### src/rtl/alu_pipe.sv
// -----------------------------------------------------------------------------
// alu_pipe
//   Parametrised issue-handshake ALU. Single-cycle ops (ADD/AND/XOR/SUB/OR)
//   complete one edge after accept. MUL runs through a valid-tagged pipeline
//   and completes MULT_STAGES edges after accept. Only one multiply is in
//   flight at a time; ready drops while it is outstanding.
//
// Parameters
//   WIDTH        operand width in bits (2..32)
//   MULT_STAGES  edges from multiply accept to done (1..8)
//
// Ports
//   clk     in   rising-edge clock
//   reset   in   asynchronous active-high reset
//   A, B    in   WIDTH-bit unsigned operands (sampled on accept only)
//   op      in   3-bit opcode (NOP/ADD/AND/XOR/MUL/SUB/OR/illegal)
//   start   in   issue request; accepted when ready is high
//   ready   out  block can accept start this cycle
//   done    out  one-cycle pulse, result valid
//   result  out  2*WIDTH-bit result, held until the next done
//   err     out  one-cycle pulse, illegal opcode accepted
// -----------------------------------------------------------------------------
module alu_pipe #(
  parameter int unsigned WIDTH       = 8,
  parameter int unsigned MULT_STAGES = 3
) (
  input  logic                 clk,
  input  logic                 reset,
  input  logic [WIDTH-1:0]     A,
  input  logic [WIDTH-1:0]     B,
  input  logic [2:0]           op,
  input  logic                 start,
  output logic                 ready,
  output logic                 done,
  output logic [2*WIDTH-1:0]   result,
  output logic                 err
);

  localparam int unsigned RW = 2 * WIDTH;

  localparam logic [2:0] OP_NOP = 3'b000;
  localparam logic [2:0] OP_ADD = 3'b001;
  localparam logic [2:0] OP_AND = 3'b010;
  localparam logic [2:0] OP_XOR = 3'b011;
  localparam logic [2:0] OP_MUL = 3'b100;
  localparam logic [2:0] OP_SUB = 3'b101;
  localparam logic [2:0] OP_OR  = 3'b110;
  localparam logic [2:0] OP_ILL = 3'b111;

  typedef enum logic {
    IDLE     = 1'b0,
    MUL_BUSY = 1'b1
  } state_e;

  state_e          state_q;
  state_e          state_d;

  logic            accept_c;
  logic            single_in_c;
  logic            mul_in_c;
  logic            illegal_in_c;
  logic            mul_done_c;
  logic [RW-1:0]   alu_c;
  logic [RW-1:0]   prod_c;
  logic [RW-1:0]   mul_prod_c;

  // Issue handshake: ready is a pure decode of the state register.
  assign ready    = (state_q == IDLE);
  assign accept_c = start & ready;

  // Full-width product of the zero-extended operands.
  assign prod_c = RW'(A) * RW'(B);

  // Single-cycle datapath and accept classification.
  always_comb begin
    alu_c        = '0;
    single_in_c  = 1'b0;
    mul_in_c     = 1'b0;
    illegal_in_c = 1'b0;
    case (op)
      OP_ADD: begin
        alu_c       = RW'(A) + RW'(B);
        single_in_c = accept_c;
      end
      OP_AND: begin
        alu_c       = RW'(A & B);
        single_in_c = accept_c;
      end
      OP_XOR: begin
        alu_c       = RW'(A ^ B);
        single_in_c = accept_c;
      end
      OP_SUB: begin
        alu_c       = RW'(A) - RW'(B);
        single_in_c = accept_c;
      end
      OP_OR: begin
        alu_c       = RW'(A | B);
        single_in_c = accept_c;
      end
      OP_MUL:  mul_in_c     = accept_c;
      OP_ILL:  illegal_in_c = accept_c;
      OP_NOP:  alu_c        = '0;
      default: alu_c        = '0;
    endcase
  end

  // Multiply pipeline. The product is formed at accept and then carried with
  // a valid bit; the output register (result/done) is the final stage.
  if (MULT_STAGES <= 1) begin : g_mul_direct
    assign mul_done_c = mul_in_c;
    assign mul_prod_c = prod_c;
  end else begin : g_mul_pipe
    localparam int unsigned PIPE_DEPTH = MULT_STAGES - 1;

    logic [RW-1:0]         prod_q [PIPE_DEPTH];
    logic [PIPE_DEPTH-1:0] vld_q;

    always_ff @(posedge clk or posedge reset) begin
      if (reset) begin
        vld_q <= '0;
        for (int unsigned i = 0; i < PIPE_DEPTH; i++) begin
          prod_q[i] <= '0;
        end
      end else begin
        vld_q[0] <= mul_in_c;
        if (mul_in_c) begin
          prod_q[0] <= prod_c;
        end
        for (int unsigned i = 1; i < PIPE_DEPTH; i++) begin
          vld_q[i]  <= vld_q[i-1];
          prod_q[i] <= prod_q[i-1];
        end
      end
    end

    assign mul_done_c = vld_q[PIPE_DEPTH-1];
    assign mul_prod_c = prod_q[PIPE_DEPTH-1];
  end

  // State register.
  always_ff @(posedge clk or posedge reset) begin
    if (reset) begin
      state_q <= IDLE;
    end else begin
      state_q <= state_d;
    end
  end

  // Next-state: busy from multiply accept until its final stage completes.
  // A one-stage multiply completes on its accept edge and never goes busy.
  always_comb begin
    state_d = state_q;
    case (state_q)
      IDLE: begin
        if (mul_in_c && !mul_done_c) begin
          state_d = MUL_BUSY;
        end
      end
      MUL_BUSY: begin
        if (mul_done_c) begin
          state_d = IDLE;
        end
      end
      default: state_d = IDLE;
    endcase
  end

  // Output registers; result moves only together with done.
  always_ff @(posedge clk or posedge reset) begin
    if (reset) begin
      done   <= 1'b0;
      err    <= 1'b0;
      result <= '0;
    end else begin
      done <= single_in_c | mul_done_c;
      err  <= illegal_in_c;
      if (single_in_c) begin
        result <= alu_c;
      end else if (mul_done_c) begin
        result <= mul_prod_c;
      end
    end
  end

endmodule

### config.mk
export PLATFORM = sky130hd
export DESIGN_NAME = alu_pipe
export DESIGN_NICKNAME = d
export VERILOG_FILES = /design/src/rtl/alu_pipe.sv
export SDC_FILE = /design/constraint.sdc
export NUM_CORES = 1
export LEC_CHECK = 0
export BUFFER_PORTS_ARGS = -buffer_cell sky130_fd_sc_hd__buf_2
export CAP_MARGIN = 20
export CORE_ASPECT_RATIO = 0.5
export CORE_MARGIN = 1.5
export CORE_UTILIZATION = 40
export CTS_CLUSTER_SIZE = 28
export DETAILED_ROUTE_END_ITERATION = 12
export PLACE_DENSITY = 0.67
export SLEW_MARGIN = 10
export SYNTH_ARGS = -nofsm -noshare
export SYNTH_HDL_FRONTEND = slang
export SYNTH_SLANG_ARGS = --single-unit
### constraint.sdc
create_clock -name clk -period 1.85 [get_ports clk]
set_clock_uncertainty 0.05 [all_clocks]
set_input_delay 0.37 -clock clk [delete_from_list [all_inputs] [get_ports clk]]
set_output_delay 0.37 -clock clk [all_outputs]
set_load 0.02 [all_outputs]
## Word level (Yosys, flattened, before mapping)

Cells that the tools add are included.

| cells by class | value |
|---|---|
| add/subtract/negate cells | 2 |
| multiply operators | 1 |
| equal/unequal tests | 7 |
| multiplexer cells | 9 |
| bitwise logic cells | 6 |
| reductions and logical operators | 4 |

Operators by type and width:

| kind | number |
|---|---|
| 16-bit case mux with 5 select lines | 1 |
| 16-bit 2-to-1 mux | 2 |
| 8-bit by 8-bit multiplier with 16-bit output | 1 |
| 3-bit equality test (second input constant) | 4 |
| 8-bit by 8-bit adder with 9-bit output | 1 |
| 8-bit by 8-bit subtractor with 9-bit output | 1 |
| 8-bit AND | 1 |
| 8-bit OR | 1 |
| 8-bit XOR | 1 |
| 3-bit by 2-bit equality test with 1-bit output (second input constant) | 2 |
| 1-bit 2-to-1 mux | 5 |
| 5-bit OR reduction | 1 |
| 3-bit by 1-bit equality test with 1-bit output (second input constant) | 1 |
| 1-bit case mux with 2 select lines | 1 |
| 2-bit nonzero test | 1 |
| 1-bit AND | 1 |
| 1-bit logical AND | 1 |
| 1-bit logical NOT | 1 |
| 1-bit inverter | 1 |
| 1-bit OR | 1 |

| storage, ports and cells | value |
|---|---|
| bits in registers | 53 |
| input bits | 22 |
| word-level logic and storage cells | 36 |

## Longest topological paths before layout

Gate-level depths: netlist of the first run.

| depth | value |
|---|---|
| word-level depth | 6 |
| depth in mapped cells | 17 |
| depth with buffers taken out | 17 |

## Least setup slack after synthesis of the first run

OpenSTA, ideal clock, no wires.

| timing | value |
|---|---|
| path kind | input to register |
| from | in A[2] |
| to | reg g_mul_pipe.prod_q[28] in the netlist's numbering |
| data arrival time | 4.101 ns |
| data required time | 1.717 ns |
| setup slack | -2.384 ns |
| stages | 14 |
| path buffers | 0 |
| path through | inv_1 -> nor2_1 -> fa_1 -> fa_1 -> fa_1 -> inv_1 -> fa_1 -> inv_1 -> ha_1 -> a2111o_1 -> o21ai_0 -> o21ai_0 -> xnor2_1 -> o21ai_0 |

| between the ends | value |
|---|---|
| longest elaborated chain between the ends | 1 |

RTL lines:

| item | line | source |
|---|---|---|
| from (decl) | 29 | `input logic [WIDTH-1:0] A,` |
| 8-bit by 8-bit multiplier with 16-bit output | 72 | `assign prod_c = RW'(A) * RW'(B);` |
| to (signal, indexed assignment) | 132 | `prod_q[i] <= prod_q[i-1];` |
| to (decl) | 116 | `logic [RW-1:0] prod_q [PIPE_DEPTH];` |

Every way passes these cells.
A chain may end at the register's enable or synchronous reset.

## Worst setup path in the final report of the first run

| timing | value |
|---|---|
| from | in A[1] |
| to | reg g_mul_pipe.prod_q[29] in the netlist's numbering |

Same word-level chain as after synthesis.

==> results of run 1 <==
-- layout by cell type (no fill, tap or decap), drive strengths merged, types with 3 or more instances in the layout --
master	instances
ha	60
clkinvlp	11
nor2b	8
clkbuf	5
a221oi	3
mux2i	12
nand2b	5
o22ai	5
nor3	7
nor3b	3
inv	66
nand2	52
a31oi	7
o211ai	3
o21bai	3
nand3	8
fa	38
o21ai	30
o21a	3
and3	3
a21o	6
a21oi	32
xnor2	11
xor2	3
a211oi	9
clkinv	4
buf	174
nor2	67
dfrtp	53
-- registers in the layout (all words and copies together) (netlist names) --
name / flops
g_mul_pipe.prod_q: 16
mul_prod_c: 16
result: 16
g_mul_pipe.vld_q: 2
done: 1
err: 1
state_q: 1
-- power by group through the flow --
stage	combinational (W)	clock, W	sequential [W]
floorplan	0.00221	0	0.00202
global route	0.00522	0.00101	0.00190
finish	0.00481	0.000959	0.00186
global placement	0.00361	0	0.00186
CTS	0.00422	0.000966	0.00185
detailed placement	0.00370	0	0.00187
-- per-layer routing --
| metal | track usage | part of all wire |
|---|---|---|
| met5 | 0 | 0 |
| met4 | 0.0417 | 0.013 |
| met3 | 0.0354 | 0.057 |
| met2 | 0.366 | 0.46 |
| met1 | 0.309 | 0.47 |
-- worst paths after layout --
kind,startpoint,end,slack (ps),cells after the start
setup / recovery,A[1],g_mul_pipe.prod_q[29],-2000,19
hold / removal,reset,result[15],60,3
setup reg to reg,state_q,result[9],0,6
hold reg to reg,g_mul_pipe.vld_q[0],g_mul_pipe.vld_q[1],290,0
max in group asynchronous,reset,result[14],1460,3
min in group clk,g_mul_pipe.vld_q[0],g_mul_pipe.vld_q[1],290,0
-- final cells by class --
cell class / count / area share
multi-input cells: 401 / 0.536
repair buffers: 174 / 0.192
flip-flops and latches: 53 / 0.179
inverters: 78 / 0.0446
well taps: 165 / 0.0279
clock buffers: 5 / 0.0169
clock inverters: 3 / 0.00355
-- worst register-to-register path, stage by stage, from the launching register on --
cell and delay, ps:
dfrtp_1 360, and2b_1 270, o211a_1 190, nor2_1 260, clkinv_1 330, nor2_1 230
a21oi_2 40
-- what timing repair did --
action                                 CTS  global route
resized for setup                      104            94
setup endpoints to repair               28            28
endpoints found under the hold margin    0             0
setup buffers                           16            22
pin swaps                               61            67
cloned                                   0             0
-- logic make-up after synthesis --
logic type | after synthesis
adders and majority gates | 98
buffers and inverters | 99
xor gates and xnor gates | 14
AOI/OAI and AO/OA | 112
DFF | 53
and+or+nand+nor | 163
muxes | 14
-- stage by stage --
stage / area [um^2] / utilization / power [W] / setup TNS, ps / cells
floorplan: 5190 / - / 0.00423 / -22310 / 553
global placement: 6270 / 0.523 / 0.00548 / -34350 / 843
detailed placement: 6270 / 0.523 / 0.00557 / -35350 / 843
CTS: 6960 / 0.581 / 0.00703 / -24210 / 865
global route: 7410 / 0.618 / 0.00814 / -28010 / 879
finish: 7410 / 0.618 / 0.00762 / -25540 / 879
==> reports/metrics.yaml, run 1 <==
outcome:
  status: "complete, but fails checks"
  violations: "setup timing"
routing:
  drc_errors: 0
  vias: 4587
  first_pass_iters: 5
  ant_nets: 0
  drt_iter0_drc: 244
  wl_per_cell_um: 17.0
  viasPerCell: 5.22
  routed_wl_um: 14900
timing:
  drv_slew: 0
  rsz0062_at_grt: "yes"
  setup_viol: 28
  period_share: 2.08
  worst_slew_pin_slew_ps: 351
  max_freq_mhz: 260
  slew-limit-headroom: 0.765
  hold_violations: 0
  fin_ws_ps: -2000
  holdWs_ps: 62.4
  timing.final.crit_period_ps: 3850
synthesis:
  yosys.area_share.simple: 0.148
  yosysTopAreaCell: "dfrtp_1"
  synth_edf_count: 0
  synthXorXnorAreaFrac: 0.0246
  avgSynthCellArea_um2: 9.00
  syn_inst: 553
  synthArstFlopShare: 1.00
  synthMuxAreaShare: 0.0287
  synth_fa_ha_area_frac: 0.304
  yosysMostFrequentCell: "inv_1"
  synth_commonest_cells: "inv_1 (74), nor2_1 (66), ha_1 (60)"
  synthFlopType: "dfrtp_1"
  syn_area_um2: 4980
  ys_ff_latch: 53
  synth_compound_area_frac: 0.145
  synth_cell_types: 58
  synth_top_area_frac: 0.266
  yosysWarnings: 0
  synth_top_family_by_area: "adder cells"
  synth.area.top_cells: "dfrtp_1 (27%), fa_1 (15%), ha_1 (15%), inv_1 (5.6%), nor2_1 (5.0%)"
  ys_seq_area_frac: 0.266
  syn-num-nets: 673
placement:
  place_ws_ps: -2440
  portBuffers: 40
  gp_congestion: 0.904
  dp_hpwl_um: 10800
power:
  powerDensity_nw_per_um2: 1030
  p_sw_frac: 0.418
  p_clk_frac: 0.126
  internal_power_w: 0.00444
  pwr-share-comb: 0.631
  vdd_drop_max_mv: 0.749
  leakagePower_nw: 3.50
  p_seq_frac: 0.244
  switching_power_w: 0.00319
die:
  start_util: 0.416
  num_rows: 28
  coreArea_um2: 12000
  ios: 41
  die_area_um2: 13200
  chipHeight_um: 81.9
  die_w_um: 161
global_route:
  grt_pass1_vias: 4455
  overflow: 0
  grt_use_total: 0.220
  grt_max_degree: 54
  antenna_found_initial: 0
  grt_pass1_wl_um: 22600
cts:
  cts_buffers: 5
  htree_levels: 2
  cts-root-buf: "clkbuf_16"
  path_clk_slew_ps: 70
  cts.sinks: 53
  ctsHoldBuffers: 0
  cts_buffer_depth: 2
  cts_tree: "built"
  worstSkewPairLatency_ps: 300
critical_path:
  path_max_fanout: 4
  crit_chain: "buf_8 -> clkinvlp_4 -> buf_4 -> nor2_1 -> ha_2 -> inv_1 -> fa_1 -> inv_2 -> fa_1 -> inv_1 -> fa_1 -> inv_2 -> ha_4 -> o21a_1 -> o31a_4 -> o211ai_1 -> a21oi_2 -> a31oi_1 -> nand3b_1"
  max_stage_delay_ps: 560
  cpMostUsedCell: "fa_1"
  setup.worst_path.start_class: "input port"
  required_ps: 1980
  critPathCaptureType: "flip-flop"
  crit_buf_inv: 7
  crit_family: "adder cells"
  cp.arrival_ps: 3980
  crit_slowest_cell: "fa_1"
  setup.worst_path.class: "input port to flip-flop"
layout:
  seq_area_um2: 1330
  drive_above_1_share: 0.466
  multi_input_area_um2: 3970
  antenna_cells: 0
  syn2layout_area_growth_pct: 48.8
  num-fill-cells: 902
  nets: 833
hold_path:
  hold_path.class: "input port to asynchronous set/reset pin"
job:
  cap_violations: 0
Note: power is estimated with default switching activity, not from simulation.
==> run 2, diff against run 1 <==
--- a/config.mk
+++ b/config.mk
@@ -7,12 +7,12 @@
 export LEC_CHECK = 0
 export BUFFER_PORTS_ARGS = -buffer_cell sky130_fd_sc_hd__buf_2
 export CAP_MARGIN = 20
-export CORE_ASPECT_RATIO = 0.5
+export CORE_ASPECT_RATIO = 1.25
 export CORE_MARGIN = 1.5
-export CORE_UTILIZATION = 40
+export CORE_UTILIZATION = 33
 export CTS_CLUSTER_SIZE = 28
 export DETAILED_ROUTE_END_ITERATION = 12
-export PLACE_DENSITY = 0.67
+export PLACE_DENSITY = 0.59
 export SLEW_MARGIN = 10
 export SYNTH_ARGS = -nofsm -noshare
 export SYNTH_HDL_FRONTEND = slang
==> run 2 against run 1 <==
Effect of this change: the flow still finishes with violations (setup timing); sequential cell count unchanged; cell area decreased by 2.6%; setup slack improved by 7.5 ps; sequential power about the same; via count decreased by 4.6%; routed wire length decreased by 8.6%; largest power group unchanged; highest routed layer unchanged.
==> reports/metrics.yaml, run 2 (synthesized netlist as in run 1, its figures left out) <==
cts:
  path_clk_slew_ps: 70  # about the same
  cts.sinks: 53  # unchanged
  worstSkewPairLatency_ps: 290  # was 300 ps
  cts_tree: "built"  # unchanged
  ctsHoldBuffers: 0  # unchanged
  cts-root-buf: "clkbuf_16"  # unchanged
  cts_buffers: 5  # unchanged
  cts_buffer_depth: 2  # unchanged
  htree_levels: 2  # unchanged
placement:
  place_area_um2: 6300  # was 6270 um^2
  portBuffers: 40  # unchanged
  gp_congestion: 0.963  # was 0.904
  dp_hpwl_um: 11100  # was 10800 um
  place_ws_ps: -2410  # was -2440 ps
outcome:
  violations: "setup timing"  # unchanged
  status: "complete, but fails checks"  # unchanged
critical_path:
  path_max_fanout: 5  # was 4
  setup.worst_path.start_class: "input port"  # unchanged
  required_ps: 1980  # about the same
  critPathCaptureType: "flip-flop"  # unchanged
  reg2reg_depth: 6  # unchanged
  cp.arrival_ps: 3970  # was 3980 ps
  setup.worst_path.class: "input port to flip-flop"  # unchanged
layout:
  seq_area_um2: 1330  # unchanged
  syn2layout_area_growth_pct: 45.0  # was 48.8%
  fin_area_um2: 7220  # was 7410 um^2
  final_common_cell: "buf_4"  # unchanged
  final_util: 0.485  # was 0.618
  multi_input_area_um2: 3840  # was 3970 um^2
  final_cell_mix: "buf_4 (106), dfrtp_1 (53), nand2_1 (49), inv_1 (48), nor2_1 (43)"  # was buf_4 (103), dfrtp_1 (53), nand2_1 (48), inv_1 (46), ha_1 (40)
  nets: 825  # was 833
  drive_above_1_share: 0.436  # was 0.466
  antenna_cells: 0  # unchanged
  num-fill-cells: 1359  # was 902
timing:
  setup_viol: 28  # unchanged
  period_share: 2.08  # about the same
  holdWs_ps: 64.1  # was 62.4 ps
  slew-limit-headroom: 0.750  # was 0.765
  max_freq_mhz: 260  # about the same
  worst_slew_pin_slew_ps: 372  # was 351 ps
  rsz0062_at_grt: "yes"  # unchanged
  fin_ws_ps: -1990  # was -2000 ps
  drv_slew: 0  # unchanged
  hold_violations: 0  # unchanged
  timing.final.crit_period_ps: 3840  # was 3850 ps
global_route:
  grt_pass1_wl_um: 22700  # was 22600 um
  grt_max_degree: 54  # unchanged
  grt_pass1_vias: 4663  # was 4455
  overflow: 0  # unchanged
  grt_use_total: 0.179  # was 0.220
  antenna_found_initial: 0  # unchanged
die:
  ios: 41  # unchanged
  num_rows: 50  # was 28
  die_area_um2: 15800  # was 13200 um^2
  coreArea_um2: 14900  # was 12000 um^2
  chipHeight_um: 140  # was 81.9 um
  die_w_um: 113  # was 161 um
  start_util: 0.334  # was 0.416
routing:
  viasPerCell: 4.93  # was 5.22
  wl_per_cell_um: 15.4  # was 17.0 um
  drc_errors: 0  # unchanged
  routed_wl_um: 13600  # was 14900 um
  drt_iter0_drc: 224  # was 244
  vias: 4375  # was 4587
  ant_nets: 0  # unchanged
  first_pass_iters: 4  # was 5
power:
  vdd_drop_max_mv: 0.605  # was 0.749 mV
  power_w: 0.00718  # was 0.00762 W
  leakagePower_nw: 3.44  # was 3.50 nW
  powerDensity_nw_per_um2: 994  # was 1030 nW/um^2
job:
  cap_violations: 0  # unchanged
hold_path:
  hold_path.class: "input port to asynchronous set/reset pin"  # unchanged
==> run 2: changes by cell type in the layout (fill, tap and decap cells not counted), moves of 3 or more <==
| cell | previous run | this run |
|---|---|---|
| nor2_1 | 39 | 43 |
| buf_4 | 103 | 106 |
| buf_6 | 35 | 24 |
| nor2_4 | 13 | 9 |
| inv_2 | 19 | 16 |
==> run 2: repair_timing <==
action	4_1_cts	5_1_grt
cloned	0	0
endpoints found under the setup margin	28	29
gates resized for setup	119	37
pin swaps	82	47
setup buffers	14	9
==> run 2: power by group <==
part / leakage (nW) / internal [W] / switching [W]
sequential: 0.679 / 0.00161 / 0.000224
clock: 0.0704 / 0.000509 / 0.000433
combinational: 2.69 / 0.00213 / 0.00227
total: 3.44 / 0.00425 / 0.00293
==> run 2: through the flow <==
stage / std cells / setup TNS, ps
final: 888 / -23680
after global routing: 888 / -26390
after floorplan: 553 / -22310
after CTS: 880 / -23590
after detailed placement: 860 / -35810
after global placement: 860 / -35320
==> run 2: critical path, cell delays in order <==
cell        delay, ps
buf_8              80
clkinvlp_4        140
nor2_4            150
fa_1              420
fa_1              500
fa_1              530
inv_2              40
fa_1              480
inv_2              50
ha_4              230
a2111o_1          370
o21ai_2           230
buf_4             150
xor2_1            140
o21ai_1            80
==> run 2: worst paths after layout <==
kind | from | to | slack (ps)
max | B[3] | g_mul_pipe.prod_q[26] | -1990
max reg2reg | state_q | g_mul_pipe.prod_q[23] | -10
max in group asynchronous | reset | g_mul_pipe.vld_q[0] | 1440
min in group clk | g_mul_pipe.vld_q[0] | g_mul_pipe.vld_q[1] | 290
min reg2reg | g_mul_pipe.vld_q[0] | g_mul_pipe.vld_q[1] | 290
min | reset | result[10] | 60
==> run 2: layer usage <==
| metal | routed length (um) | GRT usage |
|---|---|---|
| met1 | 5560 | 0.199 |
| met4 | 477 | 0.0783 |
| met2 | 7410 | 0.343 |
| met3 | 192 | 0.0151 |
| met5 | 0 | 0 |
==> run 2: layout make-up <==
type | instances | share of cell area
inverter | 78 | 0.0466
tap | 182 | 0.0315
timing repair buffer | 166 | 0.185
multi-input combinational | 401 | 0.532
clock inverter | 3 | 0.00347
sequential | 53 | 0.184
clock buffer | 5 | 0.0173
